[config.mk]
export PLATFORM = sky130hd
export DESIGN_NAME = unit_spawn_scheduler
export DESIGN_NICKNAME = d
export VERILOG_FILES = /design/src/rtl/unit_spawn_scheduler.sv
export SDC_FILE = /design/constraint.sdc
export NUM_CORES = 1
export LEC_CHECK = 0
export ABC_AREA = 1
export CELL_PAD_IN_SITES_DETAIL_PLACEMENT = 1
export CELL_PAD_IN_SITES_GLOBAL_PLACEMENT = 1
export CORE_MARGIN = 2
export CORE_UTILIZATION = 35
export CTS_CLUSTER_SIZE = 24
export DETAILED_ROUTE_END_ITERATION = 6
export GPL_ROUTABILITY_DRIVEN = 0
export HOLD_SLACK_MARGIN = 0.02
export PLACE_DENSITY = 0.74
export SLEW_MARGIN = 20
export SYNTH_ARGS = -nofsm -noshare
export SYNTH_HDL_FRONTEND = slang
export SYNTH_SLANG_ARGS = --single-unit
[constraint.sdc]
create_clock -name clk -period 2.25 [get_ports clk]
set_clock_uncertainty 0.2 [all_clocks]
set_input_delay 0.3375 -clock clk [delete_from_list [all_inputs] [get_ports clk]]
set_output_delay 0.3375 -clock clk [all_outputs]
set_load 0.01 [all_outputs]
[src/rtl/unit_spawn_scheduler.sv]
// Spawn scheduler for a pool of Unit slots: latches a spawn request, round-robin picks a dead slot, grants it, then cools down.
// Optional SPAWN_ENERGY_EN adds an energy budget that gates grants and refills on each moveSCEN tick.
module unit_spawn_scheduler #(
    parameter int NUM_UNITS = 8,
    parameter int MOVE_DIV  = 1000,
    parameter int COOLDOWN  = 16
) (
    input  logic                 clk,
    input  logic                 reset,
    input  logic                 reqLeft,
    input  logic                 reqRight,
    input  logic                 reqDown,
    input  logic [NUM_UNITS-1:0] unitDead,
    output logic [NUM_UNITS-1:0] canSpawn,
    output logic                 leftSCEN,
    output logic                 rightSCEN,
    output logic                 downSCEN,
    output logic                 moveSCEN,
    output logic                 spawnFail,
    output logic                 busy,
    output logic [7:0]           energy
);

    localparam int IDXW  = (NUM_UNITS > 1) ? $clog2(NUM_UNITS) : 1;
    localparam int MOVEW = $clog2(MOVE_DIV);
    localparam int COOLW = $clog2(COOLDOWN);

    typedef enum logic [1:0] {QIdle, QSearch, QGrant, QCool} state_t;

    state_t               state_q;
    logic [1:0]           reqType_q;
    logic [IDXW-1:0]      rrPtr_q;
    logic [IDXW-1:0]      grantIdx_q;
    logic [COOLW-1:0]     coolCnt_q;
    logic [NUM_UNITS-1:0] canSpawn_q;
    logic                 leftSCEN_q;
    logic                 rightSCEN_q;
    logic                 downSCEN_q;
    logic                 spawnFail_q;
    logic [MOVEW-1:0]     moveCnt_q;
    logic [MOVEW-1:0]     moveCnt_d;
    logic                 moveWrap;
    logic                 moveSCEN_q;

    logic [2*NUM_UNITS-1:0] rotated;
    logic                   found;
    logic [IDXW-1:0]        foundIdx;
    logic                   energyOk;
    int                     slot;

    // Rotate the dead mask so bit 0 is the round-robin start, then take the lowest set bit.
    always_comb begin
        rotated  = {unitDead, unitDead} >> rrPtr_q;
        found    = 1'b0;
        foundIdx = '0;
        slot     = 0;
        for (int i = 0; i < NUM_UNITS; i++) begin
            slot = int'(rrPtr_q) + i;
            if (slot >= NUM_UNITS) begin
                slot = slot - NUM_UNITS;
            end
            if (!found && rotated[i]) begin
                found    = 1'b1;
                foundIdx = IDXW'(slot);
            end
        end
    end

    always_comb begin
        moveWrap  = (moveCnt_q == MOVEW'(MOVE_DIV - 1));
        moveCnt_d = moveWrap ? '0 : moveCnt_q + MOVEW'(1);
    end

    always_ff @(posedge clk) begin
        if (reset) begin
            moveCnt_q  <= '0;
            moveSCEN_q <= 1'b0;
        end else begin
            moveCnt_q  <= moveCnt_d;
            moveSCEN_q <= moveWrap;
        end
    end

`ifdef SPAWN_ENERGY_EN
    logic [7:0] energy_q;
    logic [7:0] energy_d;
    logic [7:0] cost;

    always_comb begin
        case (reqType_q)
            2'd1:    cost = 8'd2;
            2'd2:    cost = 8'd4;
            2'd3:    cost = 8'd8;
            default: cost = 8'd0;
        endcase
        energyOk = (energy_q >= cost);
        energy_d = energy_q;
        // A grant always leaves headroom for the refill, so only the plain refill saturates.
        if (state_q == QGrant) begin
            energy_d = energy_q - cost + {7'd0, moveSCEN_q};
        end else if (moveSCEN_q && (energy_q != 8'hFF)) begin
            energy_d = energy_q + 8'd1;
        end
    end

    always_ff @(posedge clk) begin
        if (reset) begin
            energy_q <= 8'd16;
        end else begin
            energy_q <= energy_d;
        end
    end

    assign energy = energy_q;
`else
    assign energyOk = 1'b1;
    assign energy   = 8'd0;
`endif

    always_ff @(posedge clk) begin
        if (reset) begin
            state_q     <= QIdle;
            reqType_q   <= 2'd0;
            rrPtr_q     <= '0;
            grantIdx_q  <= '0;
            coolCnt_q   <= '0;
            canSpawn_q  <= '0;
            leftSCEN_q  <= 1'b0;
            rightSCEN_q <= 1'b0;
            downSCEN_q  <= 1'b0;
            spawnFail_q <= 1'b0;
        end else begin
            canSpawn_q  <= '0;
            leftSCEN_q  <= 1'b0;
            rightSCEN_q <= 1'b0;
            downSCEN_q  <= 1'b0;
            spawnFail_q <= 1'b0;
            case (state_q)
                QIdle: begin
                    if (reqLeft) begin
                        reqType_q <= 2'd1;
                        state_q   <= QSearch;
                    end else if (reqRight) begin
                        reqType_q <= 2'd2;
                        state_q   <= QSearch;
                    end else if (reqDown) begin
                        reqType_q <= 2'd3;
                        state_q   <= QSearch;
                    end
                end
                QSearch: begin
                    if (found && energyOk) begin
                        grantIdx_q  <= foundIdx;
                        canSpawn_q  <= NUM_UNITS'(1) << foundIdx;
                        leftSCEN_q  <= (reqType_q == 2'd1);
                        rightSCEN_q <= (reqType_q == 2'd2);
                        downSCEN_q  <= (reqType_q == 2'd3);
                        state_q     <= QGrant;
                    end else begin
                        spawnFail_q <= 1'b1;
                        state_q     <= QIdle;
                    end
                end
                QGrant: begin
                    rrPtr_q   <= (grantIdx_q == IDXW'(NUM_UNITS - 1)) ? '0 : grantIdx_q + IDXW'(1);
                    coolCnt_q <= COOLW'(COOLDOWN - 2);
                    state_q   <= QCool;
                end
                QCool: begin
                    if (coolCnt_q == '0) begin
                        state_q <= QIdle;
                    end else begin
                        coolCnt_q <= coolCnt_q - COOLW'(1);
                    end
                end
                default: state_q <= QIdle;
            endcase
        end
    end

    assign canSpawn  = canSpawn_q;
    assign leftSCEN  = leftSCEN_q;
    assign rightSCEN = rightSCEN_q;
    assign downSCEN  = downSCEN_q;
    assign moveSCEN  = moveSCEN_q;
    assign spawnFail = spawnFail_q;
    assign busy      = (state_q != QIdle);

endmodule

== Word level (Yosys, flattened, before mapping) ==
Index checks and enable logic that the tools add are counted.

* Register bits: 37
* Input bits: 13
* Output and inout bits: 22
* Logic and storage cells: 116

* Add/sub/neg operators: 18
* Magnitude comparators: 8
* Equality and inequality tests: 11
* Shift operators: 2
* Mux-type cells: 37
* Bitwise operators: 2
* Reduce and logical (&&, ||, !) cells: 26

{| class="wikitable"
|+ Operators with widths
! kind !! count
|-
| $mux 3 || 17
|-
| $ge 4x4->1 const B || 7
|-
| $sub 3x1->3 const B || 8
|-
| $add 3x3->4 const B || 4
|-
| $mux 2 || 8
|-
| $shr 16x3->8 || 1
|-
| $add 10x1->10 const B || 1
|-
| $eq 10x10->1 const B || 1
|-
| $mux 1 || 9
|-
| $add 3x2->4 const B || 2
|-
| $eq 2x2->1 const B || 4
|-
| $pmux 2 s4 || 1
|-
| $pmux 4 s2 || 1
|-
| $reduce_and 2->1 || 4
|-
| $shl 1x3->8 const A || 1
|-
| $logic_and 1x1->1 || 7
|-
| $logic_not 1->1 || 7
|-
| $add 3x1->4 const B || 1
|-
| $eq 2x1->1 const B || 2
|-
| $ge 3x4->1 const B || 1
|-
| $logic_not 4->1 || 1
|-
| $mux 4 || 1
|-
| $ne 2x2->1 const B || 2
|-
| $ne 4x4->1 const B || 1
|-
| 9 further kinds || 12
|}

== Depth between registers and ports, before layout ==
Gate-level depths: netlist (run 1).

* Depth in word-level cells: 25
* Gate-level depth with buffers: 16
* Depth with buffers taken out: 15

== Worst setup path before layout (run 1) ==
No wires, ideal clock.

* Kind: register -> register
* Start: register rrPtr_q[0]
* End: register grantIdx_q[2]
* Library setup time: 0.115 ns
* Data arrival time: 1.753 ns
* Path slack: 0.182 ns
* Stages on the path, launching flop included: 15
* Path buffers: 1
* Clock period less this slack: 2.068 ns
* Path through: dfxtp_1 > inv_2 > buf_6 > nand2_2 > nand3_2 > nand3_2 > nand2_4 > nor2_8 > nand4_4 > nor2_4 > nand3b_2 > nand2_4 > inv_2 > nand2_2 > nand2_1

* Word-level cells in the longest chain between the ends: 24
* Elaborated cells on any way between the ends: 63
* Classes of those cells: 15 x add/sub; 8 x order compare; 1 x shift; 24 x mux; 15 x reduce/logical

{| class="wikitable"
|+ RTL lines
! element !! line !! text
|-
| start: declaration || 32 || <nowiki>logic [IDXW-1:0] rrPtr_q;</nowiki>
|-
| start signal: assignment || 165 || <nowiki>rrPtr_q <= (grantIdx_q == IDXW'(NUM_UNITS - 1)) ? '0 : grantIdx_q + IDXW'(1);</nowiki>
|-
| $shr 16x3->8 || 53 || <nowiki>rotated = {unitDead, unitDead} >> rrPtr_q;</nowiki>
|-
| $mux 1 || 62 || <nowiki>if (!found && rotated[i]) begin</nowiki>
|-
| $logic_not 1->1 || 62 ||
|-
| $logic_and 1x1->1 || 62 ||
|-
| $mux 1 || 62 ||
|-
| $logic_not 1->1 || 62 ||
|-
| $logic_and 1x1->1 || 62 ||
|-
| $mux 1 || 62 ||
|-
| [8 not listed] || -- ||
|-
| $mux 1 || 62 ||
|-
| $logic_not 1->1 || 62 ||
|-
| $logic_and 1x1->1 || 62 ||
|-
| $mux 1 || 62 ||
|-
| $logic_not 1->1 || 62 ||
|-
| $logic_and 1x1->1 || 62 ||
|-
| $mux 1 || 62 ||
|-
| $reduce_and 2->1 (no line) || -- ||
|-
| end signal: assignment || 153 || <nowiki>grantIdx_q <= foundIdx;</nowiki>
|-
| end: declaration || 33 || <nowiki>logic [IDXW-1:0] grantIdx_q;</nowiki>
|}

Parallel ways exist; a longest one is shown, timed or not.
A chain may end at the register's enable or synchronous reset.

== Final worst setup path (run 1) ==
* Start: register rrPtr_q[0]
* End: register canSpawn_q[2] (netlist: canSpawn[2])

* Word-level cells in the longest chain between the ends: 25
* Elaborated cells on any way between the ends: 65
* Classes of those cells: 15 x add/sub; 8 x order compare; 2 x shift; 24 x mux; 1 x bitwise; 15 x reduce/logical

{| class="wikitable"
|+ RTL lines
! element !! line !! text
|-
| $shr 16x3->8 || 53 ||
|-
| $mux 1 || 62 ||
|-
| $logic_not 1->1 || 62 ||
|-
| $logic_and 1x1->1 || 62 ||
|-
| $mux 1 || 62 ||
|-
| $logic_not 1->1 || 62 ||
|-
| $logic_and 1x1->1 || 62 ||
|-
| $mux 1 || 62 ||
|-
| [9 not listed] || -- ||
|-
| $logic_not 1->1 || 62 ||
|-
| $logic_and 1x1->1 || 62 ||
|-
| $mux 1 || 62 ||
|-
| $logic_not 1->1 || 62 ||
|-
| $logic_and 1x1->1 || 62 ||
|-
| $mux 1 || 62 ||
|-
| $not 1->1 (no line) || -- ||
|-
| $reduce_or 3->1 (no line) || -- ||
|-
| end signal: assignment || 154 || <nowiki>canSpawn_q <= NUM_UNITS'(1) << foundIdx;</nowiki>
|-
| end: declaration || 35 || <nowiki>logic [NUM_UNITS-1:0] canSpawn_q;</nowiki>
|}

Parallel ways exist; a longest one is shown, timed or not.

==> summary.md, run 1 <==
| Metric | Value |
|---|---|
| Status | finished, violations left |
| Failing checks | setup timing |
| Antenna Violating Nets Remaining | 0 |
| CP Launch Type | flop |
| Unrepaired setup endpoints after global routing | yes |
| Cells after Synth | 332 |
| Sequential fraction of the synthesis area | 0.318 |
| CTS HTree Levels | 2 |
| Via count | 2,422 |
| Final Hold Fails | 0 |
| Post-layout util | 0.504 |
| # nets final | 415 |
| Final WL | 7.25 mm |
| Core ar. | 0.00639 sq mm |
| Clk buf depth | 2 |
| Syn. warnings | 0 |
| P&R area growth vs syn | 38.3% |
| Final setup fails | 9 |
| Clock transition at path regs | 0.08 ns |
| Post-DR vias/cell | 5.12 |
| Hold WC Path Type | flop to flop |
| Max-slew violations | 0 |
| Seq cells post-synth | 37 |
| WS Path Type | flop to flop |
| Max Cap Violations | 0 |
| Layout fillers | 814 |
| Residual DRC | 0 |
| Setup crit end kind | flop |
| Grt ovf | 0 |
| Pleak | 1.54 nW |
| CTS tree | yes |
| DRT iter0 DRCs | 87 |
| Netlist cell types | 38 |
| Final WS setup | -0.0871 ns |
| DPL Wire Length | 5.00 mm |
| WP data required | 2.28 ns |
| CTS Root Cell | clkbuf_8 |
| Avg Synthesized Cell Area | 7.01 sq um |
| Tot Pwr | 4.25 mW |
| # diodes | 0 |
| Hold_buf cts | 0 |
| Pin count of the biggest net entering global routing | 12 |
| Clock sinks | 37 |
| Global-route wire length before repair | 10.7 mm |
| Layout cells sized above 1 | 0.308 |
| Max Freq | 428 MHz |
| Worst-path cell chain | buf_12 -> buf_4 -> ha_2 -> xor2_1 -> a31oi_1 -> nand2_1 -> nor2_2 -> nand3_1 -> nor2_2 -> nand3_2 -> nor2_1 |
| Crit path max fanout | 8 |
| FP Rows | 29 |
| # port buffers | 26 |
| Crit path DAT | 2.37 ns |
| Slowest Stage Delay on Critical Path | 0.38 ns |
| Initial Utilization | 0.364 |
| Peak supply drop | 560 uV |
| Worst-Skew Late Latency | 0.30 ns |
| All-Layer GR Usage | 0.182 |
| Final Critical Period | 2.34 ns |
| CP dominant cell by count | nor2_2 |
| Vias in the first global route | 2,282 |
| Detailed-route wire length per cell | 15.3 um |
| Die W | 85.5 um |
| DIE AREA | 0.00732 sq mm |
| CP max-delay cell | dfxtp_4 |
| Io pins | 35 |
| Initial antenna violation count | 0 |
| Die height | 85.5 um |
| Cell Area, Synth | 0.00233 sq mm |
| CTS buffer count | 5 |
| Period utilization | 1.04 |
| Power Dens Cells | 1320 mW/mm^2 |
| DRT Pass-1 Iters | 4 |
[stage by stage]
stage / hold WS [ns] / setup WS [ns] / cells / TNS (ns) / instance area [sq um]
after floorplan: 0.213 / 0.182 / 339 / 0 / 2350
after global placement: 0.227 / -0.235 / 452 / -3.15 / 2770
after detailed placement: 0.248 / -0.297 / 452 / -4.06 / 2770
after CTS: 0.264 / 0.00206 / 459 / 0 / 2880
after global routing: 0.302 / -0.177 / 473 / -1.71 / 3220
final: 0.264 / -0.0871 / 473 / -0.569 / 3220
[synth_stat cells, drive strengths merged]
cell type	number	area [sq um]
a32o	1	10.0
nor3b	1	7.51
xor2	5	43.8
nor4	2	12.5
a21oi	9	48.8
or2	1	6.26
ha	6	75.1
nand4	8	65.1
inv	38	143
nor3	9	45.0
a211oi	3	22.5
xnor2	2	17.5
nand3b	2	18.8
conb	1	3.75
o31ai	1	7.51
nand3	46	270
o21ai	10	57.6
buf	14	121
dfxtp	37	741
nor2	50	216
a21o	1	7.51
a31oi	5	31.3
clkbuf	1	3.75
nand2	79	352
[worst max-delay path: cells and delay by family (launching register included)]
family | cells | cell delay [ns]
compound gates | 1 | 0.26
xor+xnor | 1 | 0.16
fa+ha+maj | 1 | 0.18
buf+inv | 2 | 0.29
flops | 1 | 0.38
simple gates | 6 | 0.81
[routing by layer]
layer  vias to the layer above  global-route usage  share of wire
li1                       1201                   -              -
met1                      1171               0.244           0.44
met2                        35               0.300           0.51
met3                        15              0.0375          0.025
met4                         0              0.0476          0.020
met5                         -                   0              0
[cell type report]
| type | instances | area [sq um] | area share |
|---|---|---|---|
| clock buffers | 5 | 68.8 | 0.0214 |
| clock inverters | 2 | 35.0 | 0.0109 |
| inverters | 38 | 150 | 0.0467 |
| multi-input cells | 249 | 1530 | 0.476 |
| flip-flops and latches | 37 | 748 | 0.233 |
| well taps | 77 | 96.3 | 0.0299 |
| repair buffers | 65 | 589 | 0.183 |
[cell families (layout without fill, tap and decap cells)]
family	count (synthesis)	in the layout	synth area share
other	1	8	0.00161
adders and majority gates	6	6	0.0323
DFF	37	37	0.318
buffers and inverters	53	110	0.115
AOI/OAI and AO/OA	30	30	0.0796
xor gates and xnor gates	7	7	0.0263
and+or+nand+nor	198	198	0.427
[flip-flops by register name (all words and copies together), names as in the netlist, 2 cells and up, named ones only]
name and cells:
reqType_q 2, rrPtr_q 3, canSpawn 8, moveCnt_q 10, grantIdx_q 3, coolCnt_q 4
[repair_timing]
item,4_1_cts,5_1_grt
endpoints found under the hold margin,0,0
buffers inserted,0,14
cloned,0,0
gates resized for setup,1,70
endpoints found under the setup margin,9,15
pin swaps,0,28
[placed cells by master (no fill, tap or decap), types with 7 or more instances in the layout]
cell type | netlist | layout
nor3_1 | 9 | 9
nand2_4 | 5 | 13
clkdlybuf4s50_1 | 0 | 18
dlymetal6s2s_1 | 0 | 8
inv_1 | 34 | 32
nand3_1 | 38 | 29
dfxtp_1 | 37 | 35
nor2_2 | 2 | 9
o21ai_0 | 7 | 7
a21oi_1 | 8 | 8
nand2_1 | 67 | 47
nor2_1 | 46 | 38
conb_1 | 1 | 8
buf_4 | 8 | 37
nand2_2 | 7 | 19
nand4_1 | 7 | 7
nand3_2 | 8 | 14
[power breakdown]
part           total, mW  internal, mW  switching [mW]
registers          0.901         0.790           0.111
logic               2.79          1.10            1.69
clock network      0.565         0.322           0.242
total               4.25          2.21            2.05
[final timing paths]
| check | from | end | slack, ns | depth (start not counted) |
|---|---|---|---|---|
| max reg2reg | rrPtr_q[0] | canSpawn[2] | -0.09 | 11 |
| min reg2reg | reqType_q[1] | leftSCEN | 0.26 | 1 |
| max | rrPtr_q[0] | canSpawn[2] | -0.09 | 11 |
| min | reqType_q[1] | leftSCEN | 0.26 | 1 |
No activity file was read; power rests on OpenSTA's default activity.
==> inputs of run 2 (changes only) <==
- CTS_CLUSTER_SIZE: 24 -> default
==> results of run 2 <==
No change in the layout: final DEF, timing and power equal those of run 1.
